File: config.mk
export PLATFORM = sky130hd
export DESIGN_NAME = dll_rx_ack_nak
export DESIGN_NICKNAME = d
export VERILOG_FILES = /design/src/rtl/dll_pkg.sv /design/src/rtl/dll_ack_timer.sv /design/src/rtl/dll_rx_ack_nak.sv
export SDC_FILE = /design/constraint.sdc
export NUM_CORES = 1
export LEC_CHECK = 0
export ABC_CLOCK_PERIOD_IN_PS = 4540
export BUFFER_PORTS_ARGS = -buffer_cell sky130_fd_sc_hd__buf_2
export CAP_MARGIN = 20
export CORE_MARGIN = 4
export CORE_UTILIZATION = 38
export CTS_CLUSTER_SIZE = 25
export DETAILED_ROUTE_END_ITERATION = 10
export PLACE_DENSITY_LB_ADDON = 0.25
export SLEW_MARGIN = 10
export SYNTH_ARGS = -nofsm -noshare
export SYNTH_HDL_FRONTEND = slang
export SYNTH_HIERARCHICAL = 1
export SYNTH_SLANG_ARGS = --single-unit
File: constraint.sdc
create_clock -name clk -period 4.54 [get_ports clk]
set_clock_uncertainty 0.2 [all_clocks]
set_input_delay 0.908 -clock clk [delete_from_list [all_inputs] [get_ports clk]]
set_output_delay 0.908 -clock clk [all_outputs]
set_load 0.01 [all_outputs]
File: src/rtl/dll_pkg.sv
// dll_pkg: shared DLL encodings, sequence constants and TLP sequence classification
package dll_pkg;
    localparam int SEQ_W = 12;
    localparam int SEQ_HALF = 2048;
    localparam logic [1:0] ACK_NAK_NONE = 2'b00;
    localparam logic [1:0] ACK_NAK_ACK = 2'b01;
    localparam logic [1:0] ACK_NAK_NAK = 2'b10;
    typedef enum logic [1:0] {SEQ_GOOD, SEQ_DUP, SEQ_BAD, SEQ_OOS} seq_class_e;
    function automatic seq_class_e classify(input logic [SEQ_W-1:0] expected, input logic [SEQ_W-1:0] seq, input logic crc_ok);
        logic [SEQ_W-1:0] d;
        d = expected - seq;
        return !crc_ok ? SEQ_BAD : d == '0 ? SEQ_GOOD : d <= SEQ_W'(SEQ_HALF) ? SEQ_DUP : SEQ_OOS;
    endfunction
endpackage

File: src/rtl/dll_ack_timer.sv
// dll_ack_timer: ACK coalescing timer; start (if idle), clear, term high and held at ACK_LAT-1 until cleared
module dll_ack_timer #(
    parameter int ACK_LAT = 16
) (
    input  logic clk,
    input  logic reset_n,
    input  logic start,
    input  logic clear,
    output logic term
);
    localparam logic [7:0] TERM = 8'(ACK_LAT - 1);
    logic       run;
    logic [7:0] cnt;
    always_ff @(posedge clk or negedge reset_n)
        if (!reset_n) begin
            run <= 1'b0;
            cnt <= '0;
        end else if (clear) begin
            run <= 1'b0;
            cnt <= '0;
        end else if (start && !run) begin
            run <= 1'b1;
            cnt <= '0;
        end else if (run && cnt != TERM) begin
            cnt <= cnt + 8'd1;
        end
    assign term = run && cnt == TERM;
endmodule

File: src/rtl/dll_rx_ack_nak.sv
// dll_rx_ack_nak: rx sequence checker; rx_* in, tl_* forwarded 1 cycle later with commit/abort, ack_nack/ack_seq DLLP request handshaked by dllp_ready
module dll_rx_ack_nak
    import dll_pkg::*;
#(
    parameter int ACK_LAT = 16
) (
    input  logic              clk,
    input  logic              reset_n,
    input  logic              rx_valid,
    input  logic              rx_sop,
    input  logic              rx_eop,
    input  logic [15:0]       rx_data,
    input  logic              rx_crc_ok,
    output logic              tl_valid,
    output logic              tl_sop,
    output logic              tl_eop,
    output logic [15:0]       tl_data,
    output logic              tl_commit,
    output logic              tl_abort,
    output logic [1:0]        ack_nack,
    output logic [SEQ_W-1:0]  ack_seq,
    input  logic              dllp_ready,
    output logic [SEQ_W-1:0]  next_rcv_seq
);
    localparam logic [0:0] ST_IDLE = 1'b0;
    localparam logic [0:0] ST_BODY = 1'b1;
    logic [0:0]       state;
    logic [SEQ_W-1:0] cur_seq;
    logic [SEQ_W-1:0] seq_n;
    logic             nak_scheduled;
    logic             ended, good, dup, nak_load, ack_load, busy, nak_busy, tmr_term, tmr_fire;
    seq_class_e       cls;
    // A TLP ends at eop, or is cut short by a new sop; a sop-terminated or one-word TLP is always bad
    assign ended    = rx_valid && ((state == ST_BODY && (rx_sop || rx_eop)) || (rx_sop && rx_eop));
    assign cls      = rx_sop ? SEQ_BAD : classify(next_rcv_seq, cur_seq, rx_crc_ok);
    assign good     = ended && cls == SEQ_GOOD;
    assign dup      = ended && cls == SEQ_DUP;
    assign nak_load = ended && (cls == SEQ_BAD || cls == SEQ_OOS) && !nak_scheduled;
    // Acceptance this cycle frees the register, so a new request can load on the same edge
    assign busy     = ack_nack != ACK_NAK_NONE && !dllp_ready;
    assign nak_busy = ack_nack == ACK_NAK_NAK && !dllp_ready;
    assign tmr_fire = tmr_term && !busy;
    assign ack_load = (dup || tmr_fire) && !nak_load && !nak_busy;
    assign seq_n    = next_rcv_seq + {{(SEQ_W-1){1'b0}}, good};
    dll_ack_timer #(.ACK_LAT(ACK_LAT)) u_timer (
        .clk    (clk),
        .reset_n(reset_n),
        .start  (good),
        .clear  (nak_load || ack_load),
        .term   (tmr_term)
    );
    always_ff @(posedge clk or negedge reset_n)
        if (!reset_n) begin
            state         <= ST_IDLE;
            cur_seq       <= '0;
            next_rcv_seq  <= '0;
            nak_scheduled <= 1'b0;
            tl_valid      <= 1'b0;
            tl_sop        <= 1'b0;
            tl_eop        <= 1'b0;
            tl_data       <= '0;
            tl_commit     <= 1'b0;
            tl_abort      <= 1'b0;
            ack_nack      <= ACK_NAK_NONE;
            ack_seq       <= '0;
        end else begin
            tl_valid      <= rx_valid;
            tl_sop        <= rx_sop;
            tl_eop        <= rx_eop;
            tl_data       <= rx_data;
            tl_commit     <= good;
            tl_abort      <= ended && !good;
            next_rcv_seq  <= seq_n;
            nak_scheduled <= good ? 1'b0 : nak_load ? 1'b1 : nak_scheduled;
            state         <= (rx_valid && rx_sop && !rx_eop) ? ST_BODY : (rx_valid && rx_eop) ? ST_IDLE : state;
            if (rx_valid && rx_sop)
                cur_seq <= rx_data[SEQ_W-1:0];
            if (nak_load || ack_load) begin
                ack_nack <= nak_load ? ACK_NAK_NAK : ACK_NAK_ACK;
                ack_seq  <= seq_n - 12'd1;
            end else if (dllp_ready) begin
                ack_nack <= ACK_NAK_NONE;
                ack_seq  <= '0;
            end
        end
endmodule

==> metrics.md, run 1 <==
| Metric | Value |
|---|---|
| Outcome | completed |
| Vias in the first global route | 3299 |
| Worst slew margin | 0.4250 |
| Comb power frac | 0.175 |
| Estimated wirelength of the detail-placed design | 7.101 mm |
| Pwr dens | 306.2 mW/mm^2 |
| Most common cell after layout, fill and taps aside | dfrtp_1 |
| Min Clock Period, post-route | 4.288 ns |
| Synth Area in Compound Gates | 0.1627 |
| Net count after synthesis | 410 |
| Clk_lat worst skew | 0.36 ns |
| Synth Area in XOR/XNOR | 0.05165 |
| 1st-iter DRT viols | 190 |
| Hold WS | 0.3101 ns |
| Routed WL per cell | 15.59 um |
| Post-Synthesis Cells | 372 |
| DRC | 0 |
| Synth warn | 6 |
| Initial antenna violation count | 0 |
| Post-synthesis mux area share | 0.07090 |
| Layout cells sized above 1 | 0.3511 |
| Total CTS buffers | 9 |
| Mapped Avg Cell Area | 10.48 sq um |
| Crit end category | flip-flop |
| Final worst-path cycle share | 0.9445 |
| Final nets | 503 |
| Static Leak | 0.002324 uW |
| Total GRT Usage | 0.1691 |
| MaxCap Viol Count | 0 |
| Number of synthesized flops with an enable pin | 0 |
| Clock buffer depth | 2 |
| Critical path cell sequence | inv_1 -> ha_2 -> nor2_1 -> or3_4 -> o21bai_4 -> a21boi_2 -> o32a_1 -> nand4_1 -> nor4_4 -> ha_2 -> ha_4 -> and4_4 -> nand2_1 -> xor2_2 -> nand3_1 -> or3_4 -> nor3_2 -> xnor2_1 -> mux2i_1 |
| Worst Path Max Fanout | 6 |
| Std cell rows | 36 |
| Fillers | 924 |
| Clk root buf | clkbuf_8 |
| Cell variety after synth | 74 |
| Final cell utilization of the core | 0.4905 |
| DR vias/cell | 5.143 |
| Syn-to-layout area delta | 24.06% |
| Synth Area in Simple Gates | 0.1787 |
| CP max stage delay | 0.38 ns |
| Cells on worst reg2reg path | 19 |
| Internal power | 1051 uW |
| Switching share of total power | 0.2902 |
| Flop pwr share | 0.468 |
| GRT Residual Overflow | 0 |
| Boundary Pins | 70 |
| Largest net degree at the start of global routing | 71 |
| Peak VDD IR | 0.2090 mV |
| Sequential cell area | 0.001752 sq mm |
| CTS tree | yes |
| WL final | 9.400 mm |
| First-pass GRT wire length | 15.83 mm |
| Adder-Cell Fraction of Synth Area | 0.05069 |
| Arrival time at the worst endpoint | 4.32 ns |
| CP max stage cell | ha_2 |
| Worst min path class | reg -> reg |
| Synth Register Bits | 70 |
| CTS H-Tree Depth | 3 |
| Die Area | 0.01195 sq mm |
| Cell family with most CP delay | simple AND/OR/NAND/NOR gates |
| Hold Path Cell Cnt | 1 |
| Final GP Congestion | 0.8503 |
| CTS sink count | 70 |
| PortBufs | 69 |
| Die height | 109.3 um |
| Sequential fraction of the synthesis area | 0.4491 |
| Levels on crit path | 19 |
| Final setup viols | 0 |
| Maximum clock rate | 233.2 MHz |
| Post-route antenna net violation count | 0 |
| # diodes | 0 |
| Slew of the pin with the lowest slew margin | 0.8625 ns |
| Synthesized cell area | 0.003900 sq mm |
| Final hold viol count | 0 |
| Post-synth ARST share | 1.000 |
| CP Class | reg -> reg |
| Starting Density | 0.3954 |
| CP bufs+invs | 1 |
| Core area | 0.009864 sq mm |
| Pins Over Slew Limit | 0 |
| Clock share of power | 0.356 |
| Commonest cells after routing, fill and taps aside | 70 x dfrtp_1, 68 x buf_2, 23 x inv_1, 23 x nand2_1, 21 x buf_4 |
| NetSw | 429.9 uW |
| Top_reg_cell synth | dfrtp_1 |
| Die width | 109.3 um |
| Clock slew at reported path FFs | 0.08 ns |
| Vias | 3101 |
| Kind of start point of the critical path | flip-flop |
| Main combinational cell family by area after synthesis | simple AND/OR/NAND/NOR gates |
| Pre-Repair DR Iteration Count | 4 |
| CP required | 4.57 ns |
| Area taken by multi-input logic gates | 0.002113 sq mm |
==> synthesized netlist by cell type, types with 5 or more instances <==
library cell | number | area share
xnor2_1 | 15 | 0.034
nand2b_1 | 17 | 0.027
and3_1 | 8 | 0.013
nand3_1 | 13 | 0.017
inv_1 | 23 | 0.022
nand2_1 | 23 | 0.022
nor2b_1 | 5 | 0.0080
nor2_1 | 20 | 0.019
nor3_1 | 14 | 0.018
o21ai_0 | 11 | 0.014
mux2_2 | 13 | 0.038
a21oi_1 | 13 | 0.017
dfrtp_1 | 70 | 0.45
mux2i_1 | 13 | 0.033
ha_1 | 15 | 0.048
a211o_1 | 5 | 0.011
xor2_1 | 8 | 0.018
==> sequential cells by signal, summed over array words and instances, names as in the netlist, 2 cells and up <==
register	flops
ack_nack	2
ack_seq	12
cur_seq	12
next_rcv_seq	12
tl_data	16
u_timer/cnt	8
==> final timing paths <==
| check | from | endpoint | slack (ns) |
|---|---|---|---|
| worst max-delay path | cur_seq[6] | ack_seq[11] | 0.25 |
| worst min-delay path | cur_seq[8] | cur_seq[8] | 0.31 |
| worst max register to register | cur_seq[6] | ack_seq[11] | 0.25 |
| worst min register to register | cur_seq[8] | cur_seq[8] | 0.31 |
| max in group asynchronous | reset_n | tl_data[6] | 3.12 |
| min in group asynchronous | reset_n | tl_sop | 0.44 |
==> per-stage QoR <==
stage / cells / cell area (sq um) / power (uW) / TNS, ns / setup WS (ns)
finish: 603 / 4838 / 1481 / 0 / 0.2518
global route: 603 / 4838 / 1563 / -0.002748 / -0.002748
CTS: 602 / 4770 / 1495 / 0 / 0.003085
floorplan: 372 / 3914 / 875.4 / 0 / 0.1140
global placement: 585 / 4519 / 955.0 / 0 / 0.05860
detailed placement: 585 / 4519 / 956.9 / -0.002908 / -0.002908
==> kinds of logic after synthesis <==
logic type,after synthesis
xor gates and xnor gates,23
AOI/OAI and AO/OA,79
DFF,70
buffers and inverters,32
muxes,26
and+or+nand+nor,126
adders and majority gates,16
==> cell type report <==
type / count / share of cell area
Clock buffer: 10 / 0.02845
Clock inverter: 6 / 0.01448
Inverter: 24 / 0.01862
Multi-Input combinational cell: 270 / 0.4368
Sequential cell: 70 / 0.3620
Tap cell: 133 / 0.03439
Timing Repair Buffer: 90 / 0.1052
==> power by group through the flow <==
stage	logic (uW)	registers [uW]	clock network [uW]
6_report	259	694	528
5_1_grt	293	699	571
4_1_cts	256	694	545
3_5_place_dp	251	706	0
3_3_place_gp	251	704	0
2_1_floorplan	169	706	0
==> repair_timing <==
action,4_1_cts,5_1_grt
hold buffers,0,0
resized for setup,8,11
buffers inserted,1,1
pin swaps,2,7
setup endpoints to repair,1,3
endpoints found under the hold margin,0,0
==> routing by layer <==
layer,global-route usage,part of all wire,vias to the layer above
met5,0,0,-
met4,0.05521,0.014,0
met3,0.04228,0.054,11
met2,0.2737,0.47,79
met1,0.2229,0.46,1477
li1,-,-,1534
Note: power is estimated with default switching activity, not from simulation.
==> inputs of run 2 (changes only) <==
--- a/config.mk
+++ b/config.mk
@@ -5,7 +5,7 @@
 export SDC_FILE = /design/constraint.sdc
 export NUM_CORES = 1
 export LEC_CHECK = 0
-export ABC_CLOCK_PERIOD_IN_PS = 4540
+export ABC_CLOCK_PERIOD_IN_PS = 5300
 export BUFFER_PORTS_ARGS = -buffer_cell sky130_fd_sc_hd__buf_2
 export CAP_MARGIN = 20
 export CORE_MARGIN = 4
==> constraint.sdc (replaced) <==
create_clock -name clk -period 5.3 [get_ports clk]
set_clock_uncertainty 0.2 [all_clocks]
set_input_delay 1.06 -clock clk [delete_from_list [all_inputs] [get_ports clk]]
set_output_delay 1.06 -clock clk [all_outputs]
set_load 0.01 [all_outputs]
==> run 2 against run 1 <==
- clock-buffer cell count is the same
- die area is the same
- utilization decreased by 2.4 points
- routed wire length shrank 2.5%
==> metrics.md, run 2 (synthesis results as in run 1) <==
| Metric | Value |
|---|---|
| Outcome | completed |
| Std cell rows | 36 (unchanged) |
| WL final | 9.163 mm (-2.5%) |
| Clock buffer depth | 2 (unchanged) |
| Maximum clock rate | 202.8 MHz (-13%) |
| # Post-CTS Setup Buffers | 0 (-1) |
| CP bufs+invs | 0 (-1) |
| CP Class | reg -> reg |
| Vias in the first global route | 3117 (-5.5%) |
| CTS sink count | 70 (unchanged) |
| GRT Residual Overflow | 0 (unchanged) |
| Total GRT Usage | 0.1620 (-0.007123) |
| Slew of the pin with the lowest slew margin | 0.8632 ns (+0.0007559 ns) |
| # diodes | 0 (unchanged) |
| Die width | 109.3 um (unchanged) |
| Cell family with most CP delay | simple AND/OR/NAND/NOR gates |
| RSZ-0062 raised after global routing | false |
| Pwr dens | 269.8 mW/mm^2 (-12%) |
| Largest net degree at the start of global routing | 71 (unchanged) |
| Biggest register | tl_data |
| Total CTS buffers | 9 (unchanged) |
| Starting Density | 0.3954 (unchanged) |
| Die height | 109.3 um (unchanged) |
| Arrival time at the worst endpoint | 4.93 ns (+0.61 ns) |
| PortBufs | 69 (unchanged) |
| CTS tree | yes |
| DRC | 0 (unchanged) |
| Core area | 0.009864 sq mm (unchanged) |
| CP required | 5.30 ns (+0.73 ns) |
| Vias | 3035 (-2.1%) |
| Setup tns final | 0 ns (unchanged) |
| Final cell utilization of the core | 0.4666 (-0.02385) |
| First-pass GRT wire length | 15.13 mm (-4.4%) |
| Flop-to-flop setup slack | 0.37 ns (+0.12 ns) |
| Pre-Repair DR Iteration Count | 4 (unchanged) |
| Hold Path Origin | cur_seq[3] |
| Most common cell after layout, fill and taps aside | dfrtp_1 |
| Static Leak | 0.002235 uW (-3.8%) |
| Die Area | 0.01195 sq mm (unchanged) |
| Layout cells sized above 1 | 0.2949 (-0.05616) |
| Clk_lat worst skew | 0.34 ns (-0.02 ns) |
| Final worst-path cycle share | 0.9304 (-0.01414) |
| Syn-to-layout area delta | 18.03% |
| Cts-stage hold buffer count | 0 (unchanged) |
| Worst slew margin | 0.4245 (-0.0005040) |
| Clk root buf | clkbuf_8 |
| Boundary Pins | 70 (unchanged) |
| Cells on worst reg2reg path | 18 (-1) |
| MaxCap Viol Count | 0 (unchanged) |
| Reg2reg end | ack_seq[11] |
| Most used cell, CP | ha_1 |
| DR vias/cell | 5.197 (+1.1%) |
| Pwr Total | 1242 uW (-16%) |
| Levels on crit path | 18 (-1) |
| Final hold viol count | 0 (unchanged) |
| Clock slew at reported path FFs | 0.08 ns (about the same) |
| Min Clock Period, post-route | 4.931 ns (+0.6429 ns) |
| Initial antenna violation count | 0 (unchanged) |
| Routed WL per cell | 15.69 um (+0.65%) |
| Kind of start point of the critical path | flip-flop |
| Crit end category | flip-flop |
| RR Startpoint | next_rcv_seq[6] |
| CP max stage cell | dfrtp_1 |
| Pins Over Slew Limit | 0 (unchanged) |
| Estimated wirelength of the detail-placed design | 6.904 mm (-2.8%) |
| Peak VDD IR | 0.1901 mV (-9.0%) |
| Final GP Congestion | 0.8418 (-1.0%) |
| Max reg flops | 16 (unchanged) |
| Final nets | 485 (-3.6%) |
| Commonest cells after routing, fill and taps aside | 70 x dfrtp_1, 68 x buf_2, 23 x inv_1, 23 x nand2_1, 20 x nor2_1 |
| Worst min path class | reg -> reg |
| Hold Path Cell Cnt | 1 (unchanged) |
| 1st-iter DRT viols | 92 (-52%) |
| Worst Path Max Fanout | 6 (unchanged) |
| Post-route antenna net violation count | 0 (unchanged) |
| CTS H-Tree Depth | 3 (unchanged) |
| Critical path cell sequence | ha_1 -> nor2_1 -> or3_4 -> o21bai_4 -> a21boi_1 -> o32a_1 -> nand4_1 -> nor4_4 -> ha_1 -> ha_1 -> and4_1 -> nand2_1 -> xor2_1 -> nand3_1 -> or3_1 -> nor3_1 -> xnor2_1 -> mux2i_1 |
| Worst hold path endpoint | cur_seq[3] |
| Hold WS | 0.3068 ns (-0.003219 ns) |
| Final setup viols | 0 (unchanged) |
| CP max stage delay | 0.47 ns (+0.09 ns) |
-- run 2: power breakdown --
| group | total, uW | internal [uW] | switching, uW |
|---|---|---|---|
| Combinational | 215 | 94.3 | 121 |
| Sequential | 595 | 569 | 25.9 |
| Clock | 432 | 228 | 203 |
| Total | 1240 | 891 | 350 |
-- run 2: layout make-up --
type	instances	area (sq um)
timing repair buffer	72	370.4
clock buffer	10	137.6
tap	133	166.4
sequential	70	1752
multi-input combinational	270	2027
inverter	24	90.09
fill	951	5261
clock inverter	5	60.06
-- run 2: how the worst max path moves through the flow --
| stage | from | to |
|---|---|---|
| after detailed placement | next_rcv_seq[5] | ack_seq[11] |
| final | next_rcv_seq[6] | ack_seq[11] |
| after CTS | next_rcv_seq[5] | ack_seq[11] |
| after floorplan | next_rcv_seq[8] | ack_seq[11] |
| after global placement | next_rcv_seq[7] | ack_seq[11] |
| after global routing | next_rcv_seq[6] | ack_seq[11] |
-- run 2: stage by stage --
step                      instance area (sq um)  setup WS, ns  cells
after floorplan                            3900        0.6391    372
after global placement                     4385        0.2581    569
after detailed placement                   4385       0.07066    569
after CTS                                  4583       0.04025    584
after global routing                       4603       0.06149    584
final                                      4603        0.3689    584
-- run 2: metal layers --
| metal | global-route usage | up-vias | wire length (um) |
|---|---|---|---|
| met5 | 0 | - | 0 |
| met4 | 0.05165 | 0 | 165 |
| met3 | 0.05285 | 17 | 625 |
| met2 | 0.2461 | 94 | 4057 |
| met1 | 0.2196 | 1433 | 4315 |
| li1 | - | 1491 | - |
-- run 2: what timing repair did --
action,CTS,global route
endpoints found under the setup margin,0,3
endpoints found under the hold margin,0,0
gates resized for setup,0,4
-- run 2: worst register-to-register path, cell delays in order (launching register included) --
cell and delay [ns]:
dfrtp_1 0.47, ha_1 0.44, nor2_1 0.11, or3_4 0.38, o21bai_4 0.19, a21boi_1 0.22, o32a_1 0.27, nand4_1 0.22
nor4_4 0.29, ha_1 0.25, ha_1 0.27, and4_1 0.27, nand2_1 0.08, xor2_1 0.18, nand3_1 0.14, or3_1 0.36
nor3_1 0.23, xnor2_1 0.15, mux2i_1 0.09
==> inputs of run 3 (changes only) <==
--- a/config.mk
+++ b/config.mk
@@ -10,6 +10,7 @@
 export CAP_MARGIN = 20
 export CORE_MARGIN = 4
 export CORE_UTILIZATION = 38
+export CTS_BUF_LIST = sky130_fd_sc_hd__clkbuf_4
 export CTS_CLUSTER_SIZE = 25
 export DETAILED_ROUTE_END_ITERATION = 10
 export PLACE_DENSITY_LB_ADDON = 0.25
==> run 3 against run 2 <==
- global-route usage unchanged
- power down 7.9%
- cell area down 1.4%
- first-iteration DRC count up 42%
- routed wire length about the same
- clock power down 23%
- worst hold slack better by 0.0091 ns
- non-clock buffer count unchanged
==> metrics.md, run 3 (synthesis results as in run 1) <==
| Metric | Value |
|---|---|
| Hold Path Cell Cnt | 1 (unchanged) |
| Sequential cell area | 0.001752 sq mm (unchanged) |
| Post-route antenna net violation count | 0 (unchanged) |
| # Post-CTS Setup Buffers | 0 (unchanged) |
| # diodes | 0 (unchanged) |
| Boundary Pins | 70 (unchanged) |
| Crit path from | next_rcv_seq[6] |
| Std cell rows | 36 (unchanged) |
| Clock buffer depth | 2 (unchanged) |
| Slew of the pin with the lowest slew margin | 0.8652 ns (+0.001965 ns) |
| Most common cell after layout, fill and taps aside | dfrtp_1 |
| Die Area | 0.01195 sq mm (unchanged) |
| Area taken by multi-input logic gates | 0.002027 sq mm (unchanged) |
| Commonest cells after routing, fill and taps aside | 70 x dfrtp_1, 68 x buf_2, 23 x inv_1, 23 x nand2_1, 20 x nor2_1 |
| MaxCap Viol Count | 0 (unchanged) |
| Largest net degree at the start of global routing | 71 (unchanged) |
| Met1 Use GR | 0.2162 (-0.003361) |
| GRT busiest layer | met2 |
| Reg2reg end | ack_seq[11] |
| Critical path cell sequence | ha_1 -> nor2_1 -> or3_4 -> o21bai_4 -> a21boi_1 -> o32a_1 -> nand4_1 -> nor4_4 -> ha_1 -> ha_1 -> and4_1 -> nand2_1 -> xor2_1 -> nand3_1 -> or3_1 -> nor3_1 -> xnor2_1 -> mux2i_1 |
| GR met3 Demand/Resource | 0.05344 (+0.0005872) |
| Starting Density | 0.3954 (unchanged) |
| CTS H-Tree Depth | 3 (unchanged) |
| Final hold viol count | 0 (unchanged) |
| Pins Over Slew Limit | 0 (unchanged) |
| Clk root buf | clkbuf_4 |
| CTS tree | yes |
| Final setup viols | 0 (unchanged) |
| CP required | 5.38 ns (+0.08 ns) |
| WL final | 9.170 mm (about the same) |
| Vias in the first global route | 3146 (+0.93%) |
| Clock slew at reported path FFs | 0.12 ns (+0.04 ns) |
| Cts-stage hold buffer count | 0 (unchanged) |
| Layout cells sized above 1 | 0.2927 (-0.002217) |
| Syn-to-layout area delta | 16.33% |
| Estimated wirelength of the detail-placed design | 6.904 mm (unchanged) |
| PortBufs | 69 (unchanged) |
| Hold WS | 0.3160 ns (+0.009120 ns) |
| Static Leak | 0.002206 uW (-1.3%) |
| Hold Path Origin | cur_seq[3] |
| Total CTS buffers | 9 (unchanged) |
| RSZ-0062 raised after global routing | false |
| Maximum clock rate | 203.9 MHz (+0.57%) |
| Initial antenna violation count | 0 (unchanged) |
| CP max stage cell | dfrtp_1 |
| Flop-to-flop setup slack | 0.40 ns (+0.03 ns) |
| Routed WL per cell | 15.70 um (about the same) |
| Pwr Total | 1144 uW (-7.9%) |
| Final GP Congestion | 0.8418 (unchanged) |
| CP max stage delay | 0.48 ns (about the same) |
| CTS sink count | 70 (unchanged) |
| DRC | 0 (unchanged) |
| Biggest register | tl_data |
| DR vias/cell | 5.211 (+0.26%) |
| Fillers | 956 (+0.53%) |
| Arrival time at the worst endpoint | 4.99 ns (+0.06 ns) |
| Max reg flops | 16 (unchanged) |
| GRT Residual Overflow | 0 (unchanged) |
| Clk_lat worst skew | 0.41 ns (+0.07 ns) |
| Die height | 109.3 um (unchanged) |
| Peak VDD IR | 0.1342 mV (-29%) |
| Most used cell, CP | ha_1 |
| Min Clock Period, post-route | 4.903 ns (-0.02777 ns) |
| CP bufs+invs | 0 (unchanged) |
| Cells on worst reg2reg path | 18 (unchanged) |
| First-pass GRT wire length | 15.12 mm (about the same) |
| Worst hold path endpoint | cur_seq[3] |
| CTS resizes | 0 (unchanged) |
| Pre-Repair DR Iteration Count | 4 (unchanged) |
| Final nets | 485 (unchanged) |
| Core area | 0.009864 sq mm (unchanged) |
| 1st-iter DRT viols | 131 (+42%) |
| Met2 global-route usage | 0.2465 (+0.0004386) |
| Worst min path class | reg -> reg |
| CP Class | reg -> reg |
| Kind of start point of the critical path | flip-flop |
| RR Startpoint | next_rcv_seq[6] |
| Final worst-path cycle share | 0.9251 (-0.005240) |
| Worst slew margin | 0.4232 (-0.001310) |
| Vias | 3043 (+0.26%) |
| Total GRT Usage | 0.1620 (unchanged) |
| Setup tns final | 0 ns (unchanged) |
| Worst Path Max Fanout | 6 (unchanged) |
| Outcome | completed |
| Pwr dens | 252.2 mW/mm^2 (-6.5%) |
| Final cell utilization of the core | 0.4599 (-0.006722) |
| Crit end category | flip-flop |
| Die width | 109.3 um (unchanged) |
| Cell family with most CP delay | simple AND/OR/NAND/NOR gates |
[run 3: changes by cell type in the layout (fill, tap and decap cells not counted)]
| cell | before | now |
|---|---|---|
| clkbuf_4 | 0 | 9 |
| clkbuf_8 | 10 | 0 |
| clkinv_1 | 0 | 1 |
[run 3: how the worst max path moves through the flow]
stage	end	slack, ns	depth (start not counted)
after detailed placement	ack_seq[11]	0.07	18
after CTS	ack_seq[11]	0.03	18
after global routing	ack_seq[11]	0.09	18
final	ack_seq[11]	0.40	18
after floorplan	ack_seq[11]	0.64	19
after global placement	ack_seq[11]	0.26	18
[run 3: stage by stage]
step / instance area, sq um / std cells / setup WS, ns
global route: 4537 / 584 / 0.09289
detailed placement: 4385 / 569 / 0.07066
finish: 4537 / 584 / 0.3967
global placement: 4385 / 569 / 0.2581
CTS: 4517 / 584 / 0.03147
floorplan: 3900 / 372 / 0.6391
[run 3: final cells by class]
type | instances | area share
multi-input cells | 270 | 0.4468
flip-flops and latches | 70 | 0.3861
well taps | 133 | 0.03668
repair buffers | 72 | 0.08163
inverters | 24 | 0.01986
clock buffers | 9 | 0.01489
clock inverters | 6 | 0.01407
[run 3: metal layers]
metal | wire, um | part of all wire
met5 | 0 | 0
met3 | 704 | 0.077
met1 | 4267 | 0.47
met2 | 4116 | 0.45
met4 | 81 | 0.0088
[run 3: where the power goes]
group	leakage, uW	internal [uW]	switching [uW]
Combinational	0.00124	94.3	121
Clock	0.0000694	140	193
Sequential	0.000896	569	25.8
Total	0.00221	803	341
